[config.mk]
export PLATFORM = sky130hd
export DESIGN_NAME = piece_fall_ctrl
export DESIGN_NICKNAME = d
export VERILOG_FILES = /design/src/rtl/piece_fall_ctrl.sv
export SDC_FILE = /design/constraint.sdc
export NUM_CORES = 1
export LEC_CHECK = 0
export ABC_AREA = 1
export CAP_MARGIN = 5
export CORE_MARGIN = 5
export CORE_UTILIZATION = 45
export CTS_BUF_LIST = sky130_fd_sc_hd__clkbuf_2
export DETAILED_ROUTE_END_ITERATION = 8
export PLACE_DENSITY = 0.73
export RECOVER_POWER = 100
export SYNTH_ARGS = -nofsm -noshare
export SYNTH_HDL_FRONTEND = slang
export SYNTH_SLANG_ARGS = --single-unit
[constraint.sdc]
create_clock -name clk -period 4.2 [get_ports clk]
set_input_delay 0.63 -clock clk [delete_from_list [all_inputs] [get_ports clk]]
set_output_delay 0.63 -clock clk [all_outputs]
set_load 0.01 [all_outputs]
[src/rtl/piece_fall_ctrl.sv]
// Falling-piece position controller: spawn, lateral moves, gravity steps, lock and game-over.
// Optional hard-drop support is enabled by defining HARD_DROP_EN.
module piece_fall_ctrl #(
  parameter int X_MIN     = 240,
  parameter int Y_MIN     = 60,
  parameter int STEP      = 20,
  parameter int COLS      = 10,
  parameter int ROWS      = 21,
  parameter int SPAWN_COL = 4
) (
  input  logic       clk,
  input  logic       rst,
  input  logic       spawn_req,
  input  logic       spawn_blocked,
  input  logic       tick,
  input  logic       move_left,
  input  logic       move_right,
  input  logic       drop,
  input  logic       coll_left,
  input  logic       coll_right,
  input  logic       coll_below,
  output logic [9:0] sq_x,
  output logic [9:0] sq_y,
  output logic [4:0] col,
  output logic [4:0] row,
  output logic       active,
  output logic       lock,
  output logic       game_over
);

  typedef enum logic [1:0] {IDLE, FALL, LOCK, OVER} state_t;

  state_t     state, state_nxt;
  logic [4:0] col_nxt, row_nxt;
  logic       step_ev, lat_ok;

`ifdef HARD_DROP_EN
  logic drop_mode, drop_mode_nxt;
`else
  logic unused_drop;
  assign unused_drop = drop;
`endif

  always_comb begin
    state_nxt = state;
    col_nxt   = col;
    row_nxt   = row;
`ifdef HARD_DROP_EN
    // The cycle that requests the drop already counts as a step.
    step_ev       = tick | drop_mode | drop;
    lat_ok        = ~(drop_mode | drop);
    drop_mode_nxt = 1'b0;
`else
    step_ev = tick;
    lat_ok  = 1'b1;
`endif
    case (state)
      IDLE: begin
        if (spawn_req) begin
          if (spawn_blocked) begin
            state_nxt = OVER;
          end else begin
            state_nxt = FALL;
            col_nxt   = 5'(SPAWN_COL);
            row_nxt   = '0;
          end
        end
      end
      FALL: begin
        if (lat_ok && move_left && !move_right && col != '0 && !coll_left)
          col_nxt = col - 5'd1;
        else if (lat_ok && move_right && !move_left && int'(col) < COLS - 1 && !coll_right)
          col_nxt = col + 5'd1;
        if (step_ev) begin
          if (int'(row) < ROWS - 1 && !coll_below)
            row_nxt = row + 5'd1;
          else
            state_nxt = LOCK;
        end
`ifdef HARD_DROP_EN
        drop_mode_nxt = (state_nxt == FALL) && (drop_mode || drop);
`endif
      end
      LOCK:    state_nxt = IDLE;
      default: state_nxt = OVER;
    endcase
  end

  always_ff @(posedge clk or posedge rst) begin
    if (rst) begin
      state     <= IDLE;
      col       <= 5'(SPAWN_COL);
      row       <= '0;
      sq_x      <= 10'(X_MIN + STEP * SPAWN_COL);
      sq_y      <= 10'(Y_MIN);
      active    <= 1'b0;
      lock      <= 1'b0;
      game_over <= 1'b0;
`ifdef HARD_DROP_EN
      drop_mode <= 1'b0;
`endif
    end else begin
      state     <= state_nxt;
      col       <= col_nxt;
      row       <= row_nxt;
      // Pixel coordinates come from the next-state position so they track col/row exactly.
      sq_x      <= 10'(X_MIN + STEP * int'(col_nxt));
      sq_y      <= 10'(Y_MIN + STEP * int'(row_nxt));
      active    <= (state_nxt == FALL);
      lock      <= (state_nxt == LOCK);
      game_over <= (state_nxt == OVER);
`ifdef HARD_DROP_EN
      drop_mode <= drop_mode_nxt;
`endif
    end
  end

endmodule

### Word level (Yosys, flattened, before mapping)

Cells that the tools add are included.

| word-level totals | value |
|---|---|
| memories | 0 |
| latch bits | 0 |
| output and inout port bits | 33 |
| bits of input ports | 11 |
| flip-flop bits (word level) | 35 |
| RAM bits | 0 |
| logic and storage cells | 51 |
| memory bits (read-only) | 0 |

| cells by class | value |
|---|---|
| bitwise operators | 0 |
| reductions and logical operators | 14 |
| divide/modulo/power cells | 0 |
| add/subtract/negate cells | 5 |
| equal/unequal tests | 5 |
| multipliers | 2 |
| shift-type cells | 0 |
| order comparisons | 2 |
| multiplexer cells | 15 |

Operators by type and width:

| kind | number |
|---|---|
| 5-bit two-way mux | 8 |
| 5-bit one-hot mux with 2 select lines | 2 |
| 3-bit by 5-bit multiplier with 8-bit output, first input constant | 2 |
| 5-bit by 1-bit adder with 5-bit output, second input constant | 2 |
| 6-bit by 10-bit adder with 10-bit output, first input constant | 1 |
| 8-bit by 10-bit adder with 10-bit output, first input constant | 1 |
| 2-bit two-way mux | 4 |
| 1-bit logical AND | 7 |
| 2-bit == test, second input constant | 3 |
| 2-bit one-hot mux with 3 select lines | 1 |
| 1-bit logical NOT | 5 |
| 5-bit by 4-bit < comparator with 1-bit output, second input constant | 1 |
| 5-bit < comparator, second input constant | 1 |
| 5-bit nonzero test | 1 |
| 5-bit by 1-bit subtractor with 5-bit output, second input constant | 1 |
| 2-bit by 1-bit == test with 1-bit output, second input constant | 2 |
| 2-bit logical NOT | 1 |

### Logic depth before layout (Yosys ltp)

Gate-level depths: netlist (run 1).

| logic depth | value |
|---|---|
| word-level depth | 9 |
| mapped depth | 23 |
| mapped depth without buffers | 23 |

### Least setup slack after synthesis (run 1)

OpenSTA, ideal clock, no wires.

| timing path | value |
|---|---|
| path type | input -> register |
| start point | input move_right |
| end point | register sq_x[8] |
| path buffers | 0 |
| setup slack | 1190 ps |
| required time | 4120 ps |
| arrival time | 2930 ps |
| library setup time | 80 ps |
| stages | 19 |
| path through | inv_1 > nand2_1 > nor2_1 > nand2_1 > inv_1 > nand3_1 > o21ai_1 > nand3_1 > nand2_1 > inv_1 > ha_1 > ha_1 > fa_1 > or2_2 > nand2_1 > inv_1 > nor2_1 > nand2_1 > xor2_1 |

| on the way | value |
|---|---|
| word-level cells in the longest chain between the ends | 8 |
| elaborated cells on any way between the ends | 12 |
| classes of those cells | add/sub: 1; mul: 1; mux: 3; reduce/logical: 7 |

RTL lines:

| what | RTL line | RTL |
|---|---|---|
| from (decl) | 17 | `input logic move_right,` |
| 1-bit logical AND / 1-bit logical NOT (equally long branches) | 72, 70 |  |
| 1-bit logical AND, on equally long branches (2 in a row) | 72, 70 |  |
| 5-bit two-way mux / 1-bit logical AND (equally long branches) | 72, 70 |  |
| 5-bit two-way mux * | 70 | `if (lat_ok && move_left && !move_right && col != '0 && !coll_left)` |
| 5-bit one-hot mux with 2 select lines * | 57 | `case (state)` |
| named net col_nxt[3] | 34 | `logic [4:0] col_nxt, row_nxt;` |
| 3-bit by 5-bit multiplier with 8-bit output * | 107 | `sq_x <= 10'(X_MIN + STEP * int'(col_nxt));` |
| 8-bit by 10-bit adder with 10-bit output * | 107 |  |
| to (signal assigned) | 94 | `sq_x <= 10'(X_MIN + STEP * SPAWN_COL);` |
| to (signal assigned) | 107 |  |
| to (decl) | 22 | `output logic [9:0] sq_x,` |

Mark *: on every way through the listed nets, which the timed path passes. The rest lies on a longest branch.

### Worst setup path in the final report (run 1)

Same ends and word-level chain as after synthesis.

==> results of run 1 <==
[where the power goes]
group | switching (W) | total (W) | internal, W
clock network | 0.000104 | 0.000143 | 0.0000388
registers | 0.0000840 | 0.000519 | 0.000435
logic | 0.000606 | 0.00107 | 0.000466
total | 0.000794 | 0.00173 | 0.000940
[synth_stat cells, types with 2 or more instances]
cell type / n
nand2_1: 43
inv_1: 34
dfrtp_1: 22
ha_1: 17
nand3_1: 17
nor2_1: 8
dfstp_2: 7
nand2_2: 7
o21ai_0: 7
buf_4: 6
xor2_1: 6
a21oi_1: 5
inv_2: 3
nand4_2: 3
fa_1: 2
nand3_2: 2
nand3b_1: 2
nor2_4: 2
o21ai_1: 2
[path summary, 6_finish.rpt]
kind / to / slack [ps] / cells after the start / from
max reg2reg: sq_x[8] / 910 / 22 / col[0]
min: active / 660 / 2 / state[0]
min reg2reg: active / 660 / 2 / state[0]
max: sq_x[8] / 650 / 17 / move_right
max in group asynchronous: row[3] / 2610 / 2 / rst
min in group asynchronous: col[3] / 950 / 2 / rst
[worst max-delay path: cells and delay by family]
kind | cells | cell delay, ps
fa+ha+maj | 3 | 890
compound gates | 1 | 260
simple gates | 8 | 1250
xor+xnor | 1 | 150
buf+inv | 4 | 690
[kinds of logic (layout without fill, tap and decap cells)]
logic type               count (synthesis)  count (layout)  share of synthesized area [%]
XOR/XNOR                                 7               7                           3.28
adder cells (fa/ha/maj)                 19              19                           13.5
buffers and inverters                   44              84                           10.2
flip-flops                              29              29                           39.3
AND/OR/NAND/NOR                         91              91                           27.4
AO/OA/AOI/OAI                           19              19                           6.03
other                                    1               4                          0.201
[layout make-up]
| cell class | instances | share of cell area (%) |
|---|---|---|
| Clock inverter | 3 | 0.775 |
| Sequential cell | 29 | 32.5 |
| Timing Repair Buffer | 38 | 16.8 |
| Multi-Input combinational cell | 140 | 39.6 |
| Inverter | 38 | 6.42 |
| Tap cell | 50 | 2.77 |
| Clock buffer | 5 | 1.11 |
[routing by layer]
metal / vias to the layer above / track usage (%) / wire, um
met5: - / 0 / 0
met1: 655 / 17.6 / 1470
li1: 746 / - / -
met4: 0 / 5.53 / 61
met3: 7 / 4.59 / 217
met2: 31 / 25.5 / 1780
[registers in the layout, summed over array words and instances, names as in the netlist]
register and flops:
col 5, sq_y 8, game_over 1, row 5
sq_x 6, state 2, lock 1, active 1
[metrics by stage]
stage                     setup slack [ps]  instances  util [%]  cell area (um2)  total power, W
after floorplan                       1190        213         -             1880         0.00132
after global placement                 585        295      56.9             2280         0.00168
after detailed placement               497        295      56.9             2280         0.00171
after CTS                              915        303      58.0             2320         0.00186
after global routing                   371        303      56.5             2260         0.00196
final                                  645        303      56.5             2260         0.00173
==> results.py, run 1 <==
metrics = {
    "grt": {
        "grt_first_pass_wirelength_um": 6390,
        "overflow": 0,
        "grt_util_all_layers_pct": 14.9,
        "antenna_found_initial": 0,
        "grt_max_degree": 30,
        "grt_pass1_vias": 1496,
    },
    "cells_and_area": {
        "regArea_um2": 734,
        "finalNetCount": 282,
        "area_growth_pct": 21.1,
        "multi_input_area_um2": 896,
        "final_cell_mix": "nand2_1, inv_1, dlygate4sd3_1, dfrtp_1",
        "layout_commonest_cell": "nand2_1",
        "antenna_cells": 0,
        "drive_gt1_share_pct": 13.4,
        "fillers": 390,
    },
    "floorplan": {
        "dieArea_mm2": 0.00554,
        "chipHeight_um": 74.4,
        "start_util_pct": 46.7,
        "chipWidth_um": 74.4,
        "rows": 23,
        "num_io_pins": 44,
        "core_area_mm2": 0.00400,
    },
    "detailed_routing": {
        "drt-total-wl_um": 3530,
        "vias_per_cell": 4.75,
        "post-route-drc-count": 0,
        "ant_nets": 0,
        "drtIter0Drc": 61,
        "vias": 1439,
        "wire_per_inst_um": 11.6,
        "first_pass_iters": 4,
    },
    "cts": {
        "cts_root_buffer": "clkbuf_2",
        "clock_latency_ps": 370,
        "post_cts_buffers": 0,
        "clkTransAtPathRegs_ps": 160,
        "cts_resized": 0,
        "numCtsBuffers": 5,
        "cts_hold_buffers": 0,
        "cts_max_path_buffers": 2,
        "htreeDepth": 2,
        "clock_sinks": 29,
        "cts_tree": "built",
    },
    "status": {
        "status": "finished clean",
    },
    "timing": {
        "worst_pin_slew_ps": 1080,
        "hold_viol_final": 0,
        "fmax_ghz": 0.281,
        "rsz0062_at_grt": "no",
        "skew_ps": 6.10,
        "fin_crit_sh_pct": 84.6,
        "tns_ps": 0,
        "slew_viol_final": 0,
        "hold_ws_ps": 664,
        "setup_violations": 0,
        "relSlewSlack_pct": 28.0,
        "period_needed_ps": 3550,
    },
    "place": {
        "port_buffers": 38,
        "post-dp-hpwl_um": 2830,
        "place.gp.congestion": 0.814,
    },
    "synth": {
        "yosysSeqAreaShare_pct": 39.3,
        "synthFlopType": "dfrtp_1",
        "synth_area_leaders": "dfrtp_1, ha_1, dfstp_2, nand2_1, inv_1",
        "yosysTopAreaCell": "dfrtp_1",
        "avgSynthCellArea_um2": 8.89,
        "ys_warn_count": 0,
        "synth_cell_types": 34,
        "netlist_instances": 210,
        "synth-async-reset-ratio_pct": 100,
        "yosys.area.top_type_share_pct": 29.5,
        "ys_seq_elements": 29,
        "synth_edf_count": 0,
        "synth.cell_area_mm2": 0.00187,
    },
    "worst_setup_path": {
        "critPathKind": "in2reg",
        "crit_top_cell": "nand2_1",
        "cp_slowest_cell": "dlygate4sd3_1",
        "cp_data_arrival_time_ps": 3870,
        "cp_max_fo": 3,
        "critPathMaxStageDelay_ps": 520,
        "path_cells": "dlygate4sd3_1, inv_1, nor4_1, nand2_1, o21ai_0, nand3_1, nand2_1, inv_1, ha_1, ha_1, fa_1, or2_2, nand2_1, inv_1, nor2_1, nand2_1, xor2_1",
        "critPathLaunchType": "primary input",
        "crit_required_ps": 4520,
        "end_kind": "flip-flop",
    },
    "power_and_ir_drop": {
        "peakVddDrop_mv": 0.389,
        "powerDensity_mw_per_mm2": 767,
        "leakage_nw": 1.24,
    },
    "job": {
        "drv_cap": 0,
    },
    "min_path": {
        "hp-class": "reg2reg",
    },
}
Note: power is estimated with default switching activity, not from simulation.
==> run 2: changes to the inputs <==
Settings changed: PLACE_DENSITY 0.73 to 0.76.
Clock period 4.2 ns to 3.2 ns, I/O delays scaled along.
==> results.py, run 2 (synthesized netlist as in run 1, its figures left out) <==
metrics = {
    "detailed_routing": {
        "vias_per_cell": 4.72,
        "wire_per_inst_um": 11.0,
        "drtIter0Drc": 115,
        "drt-total-wl_um": 3570,
        "vias": 1529,
        "ant_nets": 0,
        "post-route-drc-count": 0,
        "first_pass_iters": 4,
    },
    "cells_and_area": {
        "largest_reg_flops": 8,
        "drive_gt1_share_pct": 21.2,
        "finalNetCount": 303,
        "final_cell_mix": "nand2_1, inv_1, clkdlybuf4s50_1, dfrtp_1, nand3_1",
        "antenna_cells": 0,
        "reg_top3": "sq_y x8, sq_x x6",
        "area_growth_pct": 31.3,
        "fillers": 376,
        "final_area_mm2": 0.00245,
        "fin_util_pct": 61.3,
        "layout_commonest_cell": "nand2_1",
        "regMostFlops": "sq_y",
    },
    "job": {
        "drv_cap": 1,
    },
    "min_path": {
        "hp-class": "reg2reg",
    },
    "worst_setup_path": {
        "critPathLaunchType": "primary input",
        "end_kind": "flip-flop",
        "critPathKind": "in2reg",
        "crit_required_ps": 3460,
        "cp_data_arrival_time_ps": 3270,
        "cp_max_fo": 5,
    },
    "timing": {
        "period_needed_ps": 3010,
        "skew_ps": 8.77,
        "fin_crit_sh_pct": 94.0,
        "setup_violations": 0,
        "slew_viol_final": 29,
        "worst_pin_slew_ps": 1500,
        "hold_viol_final": 0,
        "relSlewSlack_pct": -0.0924,
        "fmax_ghz": 0.332,
    },
    "cts": {
        "clkTransAtPathRegs_ps": 150,
        "cts_root_buffer": "clkbuf_2",
        "htreeDepth": 2,
        "cts_tree": "built",
        "numCtsBuffers": 5,
        "clock_sinks": 29,
        "clock_latency_ps": 350,
        "cts_max_path_buffers": 2,
    },
    "power_and_ir_drop": {
        "peakVddDrop_mv": 0.476,
        "leakage_nw": 1.31,
        "powerDensity_mw_per_mm2": 1030,
    },
    "place": {
        "place_area_mm2": 0.00242,
        "post-dp-hpwl_um": 2880,
        "place.gp.congestion": 0.790,
        "port_buffers": 38,
    },
    "floorplan": {
        "dieArea_mm2": 0.00554,
        "start_util_pct": 46.7,
        "core_area_mm2": 0.00400,
        "chipHeight_um": 74.4,
        "rows": 23,
        "num_io_pins": 44,
        "chipWidth_um": 74.4,
    },
    "grt": {
        "grt_max_degree": 30,
        "antenna_found_initial": 0,
        "overflow": 0,
        "grt_first_pass_wirelength_um": 6150,
        "grt_pass1_vias": 1497,
        "grt_util_all_layers_pct": 14.4,
    },
    "status": {
        "violations": "capacitance limit, slew limit",
        "status": "complete, but fails checks",
    },
}
[run 2: cell types whose count changed in the layout (fill, tap and decap cells not counted), sizes merged]
cell,previous run,this run
buf,0,15
dlygate4sd3,32,9
clkinvlp,1,0
clkdlybuf4s50,6,29
clkbuf,5,11
clkinv,2,3
[run 2: cell type report]
type	instances	area [um2]	share of cell area, %
clock inverters	3	12.5	0.510
inverters	38	145	5.92
repair buffers	59	527	21.5
multi-input cells	140	945	38.5
flip-flops and latches	29	734	30.0
well taps	50	62.6	2.55
clock buffers	5	25.0	1.02
[run 2: per-layer routing]
layer | up-vias | track usage [%] | part of all wire, %
met4 | 0 | 6.52 | 1.3
met5 | - | 0 | 0
met2 | 37 | 24.3 | 49
met1 | 704 | 17.4 | 43
met3 | 5 | 3.38 | 6.2
li1 | 783 | - | -
[run 2: worst max-delay path, cell delays in order]
cell and delay [ps]:
dlygate4sd3_1 530, inv_1 90, nor2_4 40, nand3_1 190, inv_1 110, buf_4 160
o21ai_0 140, nand2_1 130, ha_1 360, buf_4 150, ha_1 280, a31oi_1 220
nand3_1 130, nand2_2 90, nand2_1 60, xnor2_1 120
[run 2: final timing paths]
check	from	cells after the start	slack, ps	end
setup reg to reg	col[0]	22	230	sq_x[8]
min in group asynchronous	rst	3	1050	sq_x[7]
max in group asynchronous	rst	3	1270	col[1]
hold reg to reg	state[0]	2	650	state[0]
hold / removal	state[0]	2	650	state[0]
setup / recovery	spawn_req	16	190	sq_x[9]
[run 2: timing repair]
action	4_1_cts	5_1_grt
buffers inserted	0	2
hold buffers	0	0
setup endpoints to repair	0	3
gates resized for setup	0	6
[run 2: power by group]
group / switching, W / internal (W)
combinational: 0.000863 / 0.000803
clock: 0.000125 / 0.0000478
sequential: 0.000106 / 0.000573
[run 2: metrics by stage]
stage	total power, W	std cells	TNS, ps	setup slack (ps)	hold slack [ps]
6_report	0.00252	324	0	191	654
5_1_grt	0.00281	324	-7.81	-7.81	702
4_1_cts	0.00256	322	0	101	451
3_5_place_dp	0.00238	314	-626	-246	627
3_3_place_gp	0.00234	314	-528	-217	623
2_1_floorplan	0.00173	213	0	200	553
